## src/rtl/dual_sram_reader.sv

```systemverilog
// Ping-pong SRAM read controller: drains each full bank in strict 0,1,0,1 order onto a valid/ready stream; optional READ_CKSUM_EN adds a per-bank XOR checksum.
// Latency: first word valid 2 cycles after bank_full is seen in IDLE, then one word per cycle with the incoming SRAM word bypassing an empty skid.
// Backpressure: 2 credits cover reads in flight plus skid occupancy, so cen stalls on out_ready=0 with no combinational path from out_ready.
module dual_sram_reader #(
  parameter  int DATA_W = 64,
  parameter  int DEPTH  = 64,
  localparam int ADDR_W = $clog2(DEPTH)
) (
  input  logic              clk,
  input  logic              rst,
  input  logic [1:0]        bank_full,
  output logic [1:0]        bank_release,
  output logic              sram_cen,
  output logic              sram_bank,
  output logic [ADDR_W-1:0] sram_addr,
  input  logic [DATA_W-1:0] sram_rdata,
`ifdef READ_CKSUM_EN
  output logic [DATA_W-1:0] cksum,
  output logic              cksum_valid,
`endif
  output logic [DATA_W-1:0] out_data,
  output logic              out_valid,
  input  logic              out_ready,
  output logic              out_last,
  output logic              out_bank
);

  localparam logic [ADDR_W-1:0] LAST_ADDR = ADDR_W'(DEPTH - 1);

  typedef enum logic [1:0] {IDLE, READ, DRAIN, RELEASE} state_t;

  typedef struct packed {
    logic [DATA_W-1:0] dat;
    logic              last;
    logic              bank;
  } entry_t;

  state_t            state;
  logic              cur_bank;
  logic [ADDR_W-1:0] rd_addr;
  logic [1:0]        credits;

  logic              inflight_vld;
  logic              inflight_last;
  logic              inflight_bank;

  entry_t            skid [2];
  logic              rd_ptr;
  logic              wr_ptr;
  logic [1:0]        skid_cnt;

  entry_t            incoming;
  entry_t            head;
  logic              issue;
  logic              xfer;
  logic              push;
  logic              pop;
  logic              last_xfer;

  assign issue     = (state == READ) && (credits != 2'd0);
  assign sram_cen  = issue;
  assign sram_bank = cur_bank;
  assign sram_addr = rd_addr;

  // The word arriving from the SRAM goes straight out when the skid is empty,
  // which is what lets two credits sustain one word per cycle.
  always_comb begin
    incoming = {sram_rdata, inflight_last, inflight_bank};
    head     = '0;
    if (skid_cnt != 2'd0) begin
      head = skid[rd_ptr];
    end else if (inflight_vld) begin
      head = incoming;
    end
  end

  assign out_valid = (skid_cnt != 2'd0) || inflight_vld;
  assign out_data  = head.dat;
  assign out_last  = head.last;
  assign out_bank  = head.bank;

  assign xfer      = out_valid && out_ready;
  assign push      = inflight_vld && !((skid_cnt == 2'd0) && xfer);
  assign pop       = xfer && (skid_cnt != 2'd0);
  assign last_xfer = xfer && out_last && (state == DRAIN);

  always_ff @(posedge clk or negedge rst) begin
    if (!rst) begin
      state         <= IDLE;
      cur_bank      <= 1'b0;
      rd_addr       <= '0;
      credits       <= 2'd2;
      inflight_vld  <= 1'b0;
      inflight_last <= 1'b0;
      inflight_bank <= 1'b0;
      skid[0]       <= '0;
      skid[1]       <= '0;
      rd_ptr        <= 1'b0;
      wr_ptr        <= 1'b0;
      skid_cnt      <= 2'd0;
      bank_release  <= 2'b00;
    end else begin
      credits       <= credits - {1'b0, issue} + {1'b0, xfer};
      inflight_vld  <= issue;
      inflight_last <= (rd_addr == LAST_ADDR);
      inflight_bank <= cur_bank;

      if (push) begin
        skid[wr_ptr] <= incoming;
        wr_ptr       <= ~wr_ptr;
      end
      if (pop) begin
        rd_ptr <= ~rd_ptr;
      end
      skid_cnt <= skid_cnt + {1'b0, push} - {1'b0, pop};

      bank_release <= 2'b00;
      case (state)
        IDLE: begin
          if (bank_full[cur_bank]) begin
            state <= READ;
          end
        end
        READ: begin
          if (issue) begin
            if (rd_addr == LAST_ADDR) begin
              state <= DRAIN;
            end else begin
              rd_addr <= rd_addr + 1'b1;
            end
          end
        end
        DRAIN: begin
          if (last_xfer) begin
            state                  <= RELEASE;
            bank_release[cur_bank] <= 1'b1;
          end
        end
        RELEASE: begin
          cur_bank <= ~cur_bank;
          rd_addr  <= '0;
          state    <= IDLE;
        end
        default: state <= IDLE;
      endcase
    end
  end

`ifdef READ_CKSUM_EN
  logic [DATA_W-1:0] cksum_acc;

  // Final value folds in the last word, so cksum lines up with the release pulse.
  always_ff @(posedge clk or negedge rst) begin
    if (!rst) begin
      cksum_acc   <= '0;
      cksum       <= '0;
      cksum_valid <= 1'b0;
    end else begin
      cksum_valid <= 1'b0;
      if (last_xfer) begin
        cksum       <= cksum_acc ^ out_data;
        cksum_valid <= 1'b1;
        cksum_acc   <= '0;
      end else if (xfer) begin
        cksum_acc <= cksum_acc ^ out_data;
      end
    end
  end
`endif

endmodule
```

## config.mk

```make
export PLATFORM = sky130hd
export DESIGN_NAME = dual_sram_reader
export DESIGN_NICKNAME = d
export VERILOG_FILES = /design/src/rtl/dual_sram_reader.sv
export SDC_FILE = /design/constraint.sdc
export NUM_CORES = 1
export LEC_CHECK = 0
export ABC_AREA = 1
export CAP_MARGIN = 40
export CORE_MARGIN = 4
export CORE_UTILIZATION = 40
export DETAILED_ROUTE_END_ITERATION = 10
export GPL_TIMING_DRIVEN = 0
export PLACE_DENSITY = 0.67
export SKIP_LAST_GASP = 1
export SLEW_MARGIN = 15
export SYNTH_ARGS = -nofsm -noshare
export SYNTH_HDL_FRONTEND = slang
export SYNTH_SLANG_ARGS = --single-unit
```

## constraint.sdc

```tcl
create_clock -name clk -period 2 [get_ports clk]
set_input_delay 0.3 -clock clk [delete_from_list [all_inputs] [get_ports clk]]
set_output_delay 0.3 -clock clk [all_outputs]
set_load 0.02 [all_outputs]
```

---- After elaboration in Yosys (flattened, before gate mapping) ----
Index checks and enable logic that the tools add are counted.
cells by class
  $add $sub $neg .......................... 5
  bitwise gates (word level) .............. 5
  reductions and logical operators ........ 18
  shifts and indexed selects .............. 0
  divide/modulo/power cells ............... 0
  $mul .................................... 0
  mux-type cells .......................... 22
  magnitude comparators ................... 5
  eq/ne operators ......................... 9
operator list
  kind                                                         count
  two-way mux 66 bit                                           6
  bitwise mux 132 bit                                          1
  demux 66 bit (select 1 bit)                                  1
  two-way mux 2 bit                                            6
  two-way mux 6 bit                                            2
  case mux 6 bit (2 select lines)                              1
  logical AND 1 bit                                            9
  inequality test 2 bit (second input constant)                4
  case mux 2 bit (4 select lines)                              1
  adder 6 x 1 -> 6 bit (second input constant)                 1
  == test 6 bit (second input constant)                        1
  nonzero test 2 bit                                           3
  adder 2 x 1 -> 2 bit                                         2
  == test 2 bit (second input constant)                        2
  greater-or-equal comparator 2 bit (second input constant)    2
  zero test 2 bit                                              2
  inverter 1 -> 2 bit                                          2
  AND reduction 4 bit                                          1
  subtractor 2 x 1 -> 2 bit                                    2
  two-way mux 1 bit                                            3
  inverter 1 bit                                               3
  AND reduction 3 bit                                          1
  == test 2 x 1 -> 1 bit (second input constant)               1
  less-than comparator 1 x 2 -> 1 bit (second input constant)  1
  other kinds (6)                                              6
word-level totals
  bits in writable memories ............... 0
  register bits ........................... 152
  latch bits .............................. 0
  input bits .............................. 69
  word-level logic and storage cells ...... 81
  ROM bits ................................ 0
  memories kept ........................... 0

---- Depth between registers and ports, before layout ----
Gate-level depths: netlist of the first run.
  depth after elaboration ................. 9
  depth in mapped cells ................... 9
  depth with buffers taken out ............ 9

---- Worst setup path before layout of the first run ----
Ideal clock, no wire load.
  path kind ............................... register to register
  start ................................... register state[1]
  end ..................................... register credits[1]
  clock period less this slack ............ 1997 ps
  required time ........................... 1925 ps
  path slack .............................. 3 ps
  data arrival time ....................... 1922 ps
  stages on the path, launching flop included .. 10
  cells stage by stage .................... dfrtp_1 > inv_1 > ha_1 > inv_1 > a21oi_1 > ha_1 > inv_1 > ha_1 > xnor2_1 > xor2_1
between the ends
  longest elaborated chain between the ends .. 4
RTL lines
  what                       line  RTL
  from (decl)                38    state_t state;
  from (signal assigned)     89    state <= IDLE;
  from (signal assigned)     121   state <= READ;
  from (signal assigned)     127   state <= DRAIN;
  == test 2 x 1 -> 1 bit     60    assign issue = (state == READ) && (credits != 2'd0);
  logical AND 1 bit          60
  net sram_cen               13    output logic sram_cen,
  subtractor 2 x 1 -> 2 bit  103   credits <= credits - {1'b0, issue} + {1'b0, xfer};
  adder 2 x 1 -> 2 bit       103
  to (signal assigned)       103
  to (decl)                  41    logic [1:0] credits;
The timed path passes the listed nets, and every way through them passes these cells.
A chain may end at the register's enable or synchronous reset.

---- Worst setup path after layout of the first run ----
  start ................................... register rd_ptr
  end ..................................... output out_data[27]
between the ends
  longest elaborated chain between the ends .. 5
RTL lines
  what                                                   line  RTL
  from (decl)                                            48    logic rd_ptr;
  from (signal assigned)                                 113   rd_ptr <= ~rd_ptr;
  inverter 1 -> 2 bit (implied by the code)              71    head = skid[rd_ptr];
  two-way mux 66 bit (implied by the code) (3 in a row)  71
  two-way mux 66 bit                                     70    if (skid_cnt != 2'd0) begin
  to (decl)                                              21    output logic [DATA_W-1:0] out_data,
No other way between the ends. The select of a mux whose other input is x is not followed.

==> impl_metrics.yaml, run 1 <==
detailed_routing:
  post_drt_wl_per_cell_um: 16.16
  first_pass_iters: 5
  first_iter_violations: 495
  via_count: 6461
  detail-route-antenna-nets: 0
  drc_errors: 0
  finalWirelength_um: 20290
  vias_per_cell: 5.144
global_route:
  antenna_found_initial: 0
  grt_pass1_wl_um: 32690
  grt_start_max_net_pins: 99
  overflow: 0
  grt_pass1_vias: 6488
  grt_use_total_pct: 20.32
placement:
  place_hpwl_um: 13130
  pre_cts_slack_ns: -0.8232
  gp_congestion: 0.7790
  io_buffers: 145
yosys:
  yosysTopAreaCellShare_pct: 53.33
  synth_ff_type: "dfrtp_1"
  yosysMostFrequentCell: "nand2_1"
  syn_area_mm2: 0.007086
  ys_ff_latch: 152
  synth-simple-area-share_pct: 13.99
  yosys.area.top_type: "dfrtp_1"
  synth_xor_area_share_pct: 0.7417
  synthCells: 843
  seq_area_frac_synth_pct: 53.70
  synthTopCellsByArea: "dfrtp_1 53%, o21ai_0 10%, nand2_1 8.8%"
  syn_nets: 921
  yosys_warnings: 0
  synth_top_family_by_area: "compound AO/OA/AOI/OAI gates"
  synthAdderAreaFrac_pct: 1.589
  synth-async-reset-ratio_pct: 100.0
  synth_common_cells: "166 x nand2_1, 151 x dfrtp_1, 141 x o21ai_0"
  synthMuxAreaShare_pct: 0
  synth_cell_type_count: 26
  avgSynthCellArea_um2: 8.405
  synth-compound-area-share_pct: 21.19
  synth_edf_count: 0
critical_path:
  cpLargestDelayFamily: "buffers and inverters"
  cp_slowest_cell: "dfrtp_2"
  arrival_ns: 1.78
  worstSetupEndpointType: "output port"
  crit_top_cell: "buf_4"
  path_cells: "buf_4, clkbuf_2, o21ai_0, o22ai_2, buf_4"
  path_buf_inv: 3
  cp.required_ns: 1.70
  critPathLaunchType: "flop"
  criticalPathCategory: "flop to output port"
  worstPathMaxFanout: 10
  crit_path_max_incr_delay_ns: 0.43
power_and_ir_drop:
  ir_drop_mv: 0.9667
  clkPwrFrac_pct: 14.7
  p_int_uw: 11530
  sequentialPowerShare_pct: 26.6
  leakage_uw: 0.004871
  p_switching_uw: 8337
  sw_frac_of_total_pct: 41.95
  p_total_uw: 19870
  power_density_mw_per_mm2: 1943
  comb_power_share_pct: 58.7
cells_and_area:
  n_antenna_cell: 0
  area_growth_pct: 44.34
  final_util_pct: 58.92
  n_fill_cell: 1538
  layout-drive-gt1-share_pct: 23.28
  num-nets-final: 1098
sta:
  setup-violations-final: 36
  period_share_pct: 103.9
  finalCriticalPeriod_ns: 2.077
  max_freq_mhz: 481.4
  hold_violations: 0
  tns_ns: -0.6859
  rsz0062_at_grt: "yes"
  skew_ns: 0.007980
  slew_headroom_pct: 64.47
  fin_ws_ns: -0.07740
  slew_violations: 0
  tightest_slew_ns: 0.5329
run_status:
  violations: "negative setup slack"
  status: "finished with violations"
clock_tree:
  cts_root_buf: "clkbuf_16"
  clock_latency_ns: 0.42
  cts_buffer_depth: 2
  cts_made_buffers: 17
  clkSinkCount: 152
  htree_levels: 4
  path_clk_slew_ns: 0.06
  cts_tree: "done"
floorplan:
  core_area_mm2: 0.01736
  die-area_mm2: 0.01991
  io_pins: 146
  die_w_um: 141.1
  die_y_um: 141.1
  num_rows: 48
  initial_core_util_pct: 40.82
worst_hold_path:
  hold_class: "input port to asynchronous set/reset pin"
run:
  cap_viol_max_count: 0
## sequential cells by signal (all words and copies together) (netlist names)
name and flops:
wr_ptr 1, inflight_last 1, sram_addr 6, bank_release 2, state 2, inflight_vld 1, skid_cnt 2, rd_ptr 1
inflight_bank 1, credits 2, skid 132, sram_bank 1
## stage by stage
step,instances,area [um^2],hold slack [ns]
finish,1256,10230,0.3849
global route,1256,10230,0.4150
CTS,1255,9831,0.3963
detailed placement,1214,8851,0.2425
global placement,1213,8818,0.4587
floorplan,843,7086,0.004409
## per-layer routing
metal | vias up | routed length (um) | track usage [%]
met5 | - | 0 | 0
met4 | 0 | 301 | 5.966
met3 | 22 | 1256 | 4.512
met2 | 180 | 9609 | 32.25
met1 | 3122 | 9123 | 28.04
li1 | 3137 | - | -
## area by class of cell
type	count	area [um^2]	share of cell area, %
well taps	225	281.5	2.753
flip-flops and latches	152	3806	37.22
plain buffers	56	544.3	5.322
repair buffers	159	1585	15.50
multi-input cells	546	3139	30.69
clock inverters	8	48.80	0.4771
inverters	88	337.8	3.303
clock buffers	22	484.2	4.735
## timing repair
action,in CTS,in global routing
endpoints found under the setup margin,68,77
hold endpoints to repair,54,0
pin swaps,26,13
hold buffers,1,0
resized for setup,461,129
gates cloned,4,0
setup buffers,7,1
## cell families (layout without fill, tap and decap cells)
family / count (synthesis) / count (layout)
AOI/OAI and AO/OA: 274 / 274
adders and majority gates: 9 / 9
xor gates and xnor gates: 6 / 6
DFF: 152 / 152
buffers and inverters: 145 / 333
and+or+nand+nor: 257 / 257
## power by group through the flow
stage / sequential (uW) / combinational (uW) / clock, uW
after floorplan: 5150 / 5660 / 0
after global placement: 5230 / 9450 / 0
after detailed placement: 5260 / 9560 / 0
after CTS: 5210 / 10500 / 2960
after global routing: 5450 / 12700 / 3090
final: 5280 / 11700 / 2920
## final timing paths
kind	start	cells past startpoint	endpoint	slack, ns
max reg2reg	skid_cnt[1]	10	credits[1]	0.13
max	rd_ptr	5	out_data[27]	-0.08
min reg2reg	skid[126]	2	skid[126]	0.48
min	rst	2	skid[27]	0.38
max in group asynchronous	rst	3	rd_ptr	0.77
min in group clk	skid[126]	2	skid[126]	0.48
## cells in the final DEF (no fill, tap or decap), types with 4 or more instances in the layout
cell type	count
nor2_1	70
clkdlybuf4s50_1	76
buf_2	14
xor2_1	4
inv_1	84
clkbuf_1	10
dfrtp_1	150
o21ai_1	82
buf_6	53
o21ai_2	18
nand3_1	10
clkinv_2	5
ha_1	9
nor2_2	6
nand2_1	165
buf_4	30
o22ai_4	15
buf_8	9
o22ai_1	17
o22ai_2	33
clkbuf_8	10
clkbuf_16	20
a21oi_1	6
o21ai_0	101
clkbuf_2	6
No activity file was read; power rests on OpenSTA's default activity.
==> run 2: changes to the inputs <==
Settings changed: GPL_TIMING_DRIVEN 0 to not set, PLACE_DENSITY 0.67 to 0.7, REMOVE_ABC_BUFFERS set to 1.
==> run 2 against run 1 <==
The run now ends clean. Routed wire length fell by 6.1%. Clock power rose by 10%. Global-route usage fell by 1.5 points. Total power fell by 3.9%. Cell count fell by 1.8%. Critical endpoint is now out_data[14]. Count of clock-buffer cells in the layout fell by 1. Non-clock buffer count fell by 22. Fmax rose by 4.9%. Largest cell class unchanged. Register-to-register slack improved by 0.04 ns. Critical path depth rose by 2.
==> impl_metrics.yaml, run 2 (synthesis results as in run 1) <==
critical_path:
  r2r_cells: 10
  cp_slowest_cell: "dfrtp_1"
  cp.required_ns: 1.70
  path_buf_inv: 4
  path_cells: "inv_2, nand2_4, buf_8, clkbuf_16, o21ai_0, o22ai_2, buf_6"
  crit_path_max_incr_delay_ns: 0.36
  worstSetupEndpointType: "output port"
  r2r_start: "state[1]"
  critPathLaunchType: "flop"
  rr_endpoint: "credits[1]"
  worstPathMaxFanout: 7
  cpLargestDelayFamily: "buffers and inverters"
  arrival_ns: 1.68
  r2r_slack_ns: 0.17
  criticalPathCategory: "flop to output port"
placement:
  placed_area_mm2: 0.009031
  io_buffers: 145
  place_hpwl_um: 12180
  pre_cts_slack_ns: -0.06753
  gp_congestion: 0.8042
worst_hold_path:
  hold_class: "input port to asynchronous set/reset pin"
detailed_routing:
  finalWirelength_um: 19060
  first_pass_iters: 5
  post_drt_wl_per_cell_um: 15.44
  via_count: 6296
  drc_errors: 0
  first_iter_violations: 448
  detail-route-antenna-nets: 0
  vias_per_cell: 5.102
power_and_ir_drop:
  ir_drop_mv: 0.9656
  power_density_mw_per_mm2: 1910
  p_switching_uw: 7903
  clkPwrFrac_pct: 16.9
  p_total_uw: 19100
  leakage_uw: 0.004829
  sequentialPowerShare_pct: 27.6
  comb_power_share_pct: 55.6
  p_int_uw: 11190
  sw_frac_of_total_pct: 41.38
sta:
  tns_ns: 0
  tightest_slew_ns: 0.4866
  slew_violations: 0
  setup-violations-final: 0
  period_share_pct: 99.06
  slew_headroom_pct: 67.56
  rsz0062_at_grt: "yes"
  fin_ws_ns: 0.01881
  finalCriticalPeriod_ns: 1.981
  max_freq_mhz: 504.7
  skew_ns: 0.007669
  fin_hold_ws_ns: 0.3866
  hold_violations: 0
cells_and_area:
  largest-register: "skid"
  layout-drive-gt1-share_pct: 21.31
  largest_reg_flops: 132
  layout_commonest_cell: "nand2_1"
  area_growth_pct: 41.14
  num-nets-final: 1076
  finish.instance_area_mm2: 0.01000
  final_cell_mix: "164 x nand2_1, 150 x dfrtp_1, 136 x o21ai_0"
  n_antenna_cell: 0
clock_tree:
  path_clk_slew_ns: 0.06
  cts_root_buf: "clkbuf_16"
  cts_buffer_depth: 2
  clock_latency_ns: 0.41
  clkSinkCount: 152
  cts_tree: "done"
  cts_made_buffers: 17
  htree_levels: 4
global_route:
  overflow: 0
  grt_use_total_pct: 18.78
  antenna_found_initial: 1
  grt_pass1_vias: 6090
  grt_pass1_wl_um: 30560
  grt_start_max_net_pins: 63
run:
  cap_viol_max_count: 0
floorplan:
  initial_core_util_pct: 40.82
  die_w_um: 141.1
  core_area_mm2: 0.01736
  die-area_mm2: 0.01991
  io_pins: 146
  num_rows: 48
  die_y_um: 141.1
run_status:
  status: "finished, final reports clean"
-- run 2: changes by cell type in the layout (fill, tap and decap cells not counted), moves of 7 or more --
cell      before  now
buf_2         14    1
clkbuf_1      10    2
clkbuf_8      10    2
buf_4         30   73
buf_12         2   15
buf_6         53   21
buf_8          9    2
o22ai_2       33   41
o21ai_0      101  136
o22ai_4       15    7
o21ai_2       18   10
o21ai_1       82   55
-- run 2: metrics by stage --
step           cells  util, %
3_5_place_dp    1198    52.03
2_1_floorplan    786        -
3_3_place_gp    1198    52.03
4_1_cts         1229    54.50
5_1_grt         1234    57.62
6_report        1234    57.62
-- run 2: how the worst max path moves through the flow --
stage / from / endpoint / slack, ns / cells after the start
after floorplan: skid_cnt[1] / skid[77] / -1.42 / 5
after global placement: skid_cnt[0] / out_data[54] / -0.06 / 7
after detailed placement: skid_cnt[0] / out_data[35] / -0.07 / 7
after CTS: rd_ptr / out_last / -0.12 / 6
after global routing: rd_ptr / out_data[54] / -0.06 / 4
final: skid_cnt[1] / out_data[14] / 0.02 / 7
-- run 2: layout make-up --
type | count | area (um^2)
Sequential cell | 152 | 3806
Clock inverter | 9 | 125.1
Multi-Input combinational cell | 546 | 3035
Inverter | 88 | 337.8
Tap cell | 225 | 281.5
Fill cell | 1566 | 7356
Clock buffer | 21 | 460.4
Timing Repair Buffer | 193 | 1954
-- run 2: layer usage --
metal  wire length (um)  vias up  GRT usage [%]
met5                 12        -              0
met4                336        2          6.017
met3               1191       26          4.240
met2               8757      189          29.77
met1               8758     2996          25.71
li1                   -     3083              -
-- run 2: repair_timing --
item / 4_1_cts / 5_1_grt
resized for setup: 311 / 117
endpoints found under the setup margin: 68 / 68
hold endpoints to repair: 47 / 0
buffers inserted: 0 / 2
hold buffers: 1 / 0
pin swaps: 0 / 7
cloned: 0 / 3
-- run 2: power groups by stage --
stage               sequential [uW]  clock (uW)  combinational, uW
global route                   5420        3450              11600
global placement               5220           0               9680
finish                         5260        3220              10600
detailed placement             5260           0               9830
floorplan                      5250           0               5350
CTS                            5220        3280               9250
==> run 3: changes to the inputs <==
--- a/config.mk
+++ b/config.mk
@@ -11,8 +11,9 @@
 export CORE_UTILIZATION = 40
 export DETAILED_ROUTE_END_ITERATION = 10
+export HOLD_SLACK_MARGIN = 0.06
 export PLACE_DENSITY = 0.7
 export REMOVE_ABC_BUFFERS = 1
 export SKIP_LAST_GASP = 1
-export SLEW_MARGIN = 15
+export SLEW_MARGIN = 20
 export SYNTH_ARGS = -nofsm -noshare
 export SYNTH_HDL_FRONTEND = slang
==> constraint.sdc (replaced) <==
create_clock -name clk -period 2 [get_ports clk]
set_input_delay 0.3 -clock clk [delete_from_list [all_inputs] [get_ports clk]]
set_output_delay 0.3 -clock clk [all_outputs]
set_load 0.005 [all_outputs]
==> run 3 against run 2 <==
The run now ends with negative setup slack left. Largest power group unchanged. Largest cell class unchanged. Critical path type unchanged. Utilization down 0.15 points. First-iteration DRC count up 0.22%. Critical path depth up 1. Routed wire length up 4.6%.
==> impl_metrics.yaml, run 3 (synthesis results as in run 1) <==
run_status:
  status: "finished with violations"
  violations: "negative setup slack"
floorplan:
  die_w_um: 141.1
  initial_core_util_pct: 40.82
  die-area_mm2: 0.01991
  die_y_um: 141.1
  num_rows: 48
  core_area_mm2: 0.01736
  io_pins: 146
clock_tree:
  path_clk_slew_ns: 0.06
  cts_root_buf: "clkbuf_16"
  cts_buffer_depth: 2
  cts_tree: "done"
  cts_made_buffers: 17
  clock_latency_ns: 0.42
  clkSinkCount: 152
  htree_levels: 4
sta:
  period_share_pct: 104.3
  max_freq_mhz: 479.2
  rsz0062_at_grt: "yes"
  setup-violations-final: 39
  finalCriticalPeriod_ns: 2.087
  hold_violations: 0
  fin_ws_ns: -0.08683
  tightest_slew_ns: 0.4051
  slew_headroom_pct: 72.99
  skew_ns: 0.008838
  slew_violations: 0
detailed_routing:
  finalWirelength_um: 19940
  vias_per_cell: 5.207
  via_count: 6467
  drc_errors: 0
  first_iter_violations: 449
  detail-route-antenna-nets: 0
  first_pass_iters: 5
  post_drt_wl_per_cell_um: 16.05
global_route:
  overflow: 0
  grt_pass1_wl_um: 32000
  grt_pass1_vias: 6228
  grt_start_max_net_pins: 81
  grt_use_total_pct: 19.84
  antenna_found_initial: 0
cells_and_area:
  layout_commonest_cell: "nand2_1"
  final_cell_mix: "164 x nand2_1, 150 x dfrtp_1, 124 x o21ai_0"
  largest-register: "skid"
  finish.instance_area_mm2: 0.009975
  final_util_pct: 57.47
  layout-drive-gt1-share_pct: 21.53
  n_antenna_cell: 0
  area_growth_pct: 40.77
  n_fill_cell: 1579
  num-nets-final: 1082
  largest_reg_flops: 132
critical_path:
  cp.required_ns: 1.70
  criticalPathCategory: "flop to output port"
  cp_slowest_cell: "dfrtp_1"
  path_cells: "inv_2, nand2_4, nor2_4, clkinv_4, buf_12, clkbuf_16, o22ai_4, buf_2"
  worstSetupEndpointType: "output port"
  crit_path_max_incr_delay_ns: 0.39
  arrival_ns: 1.79
  critPathLaunchType: "flop"
  worstPathMaxFanout: 10
placement:
  placed_area_mm2: 0.008909
  gp_congestion: 0.8259
  place_hpwl_um: 11650
  pre_cts_slack_ns: 0.04736
  io_buffers: 145
run:
  cap_viol_max_count: 0
power_and_ir_drop:
  power_density_mw_per_mm2: 1728
  ir_drop_mv: 0.8503
  leakage_uw: 0.004847
worst_hold_path:
  hold_class: "input port to asynchronous set/reset pin"
-- run 3: cell count changes in the layout (fill, tap and decap cells not counted), moves of 6 or more --
cell / change
buf_16: +6
buf_2: +50
buf_4: -48
buf_6: -18
clkdlybuf4s15_2: +6
dlygate4sd2_1: +6
o21ai_0: -12
o21ai_1: +10
-- run 3: path summary, 6_finish.rpt --
path	cells past startpoint	slack (ns)	end	start
max	8	-0.09	out_data[11]	skid_cnt[0]
min	2	0.37	sram_addr[2]	rst
max reg2reg	11	0.15	credits[1]	skid_cnt[0]
min reg2reg	2	0.49	skid[111]	skid[111]
max in group asynchronous	3	1.00	skid[19]	rst
min in group clk	3	0.47	skid[117]	sram_rdata[49]
-- run 3: metal layers --
| layer | up-vias | global-route usage (%) | wire [um] |
|---|---|---|---|
| li1 | 3103 | - | - |
| met1 | 3139 | 27.52 | 9124 |
| met2 | 207 | 31.48 | 9363 |
| met3 | 18 | 4.512 | 1237 |
| met4 | 0 | 5.354 | 212 |
| met5 | - | 0 | 0 |
-- run 3: repair_timing --
action                                 in CTS  in global routing
setup endpoints to repair                  68                 60
resized for setup                         295                 47
pin swaps                                   7                  3
hold buffers                                1                  0
cloned                                      6                  1
setup buffers                              17                  2
endpoints found under the hold margin      37                  0
-- run 3: power breakdown --
| group | switching (uW) | total, uW | internal (uW) |
|---|---|---|---|
| clock | 1210 | 2940 | 1730 |
| sequential | 805 | 5300 | 4500 |
| combinational | 4590 | 9000 | 4410 |
-- run 3: cell type report --
type / instances / area, um^2 / area share [%]
Multi-Input combinational cell: 546 / 3037 / 30.44
Clock inverter: 9 / 77.57 / 0.7777
Clock buffer: 23 / 457.9 / 4.591
Inverter: 88 / 340.3 / 3.412
Tap cell: 225 / 281.5 / 2.822
Timing Repair Buffer: 199 / 1974 / 19.79
Sequential cell: 152 / 3806 / 38.16
-- run 3: critical path, delay by kind of cell, from the launching register on --
kind	cells	cell delay (ns)
AOI/OAI and AO/OA	1	0.11
buffers and inverters	5	0.66
DFF	1	0.39
and+or+nand+nor	2	0.21
-- run 3: through the flow --
step / std cells / hold WS, ns / TNS (ns) / total power (uW)
after global routing: 1242 / 0.4150 / -5.657 / 18570
final: 1242 / 0.3707 / -1.949 / 17240
after global placement: 1185 / 0.2451 / 0 / 13360
after CTS: 1240 / 0.3701 / -1.499 / 17020
after floorplan: 786 / 0.004409 / -193.29 / 9194
after detailed placement: 1185 / 0.2463 / 0 / 13530
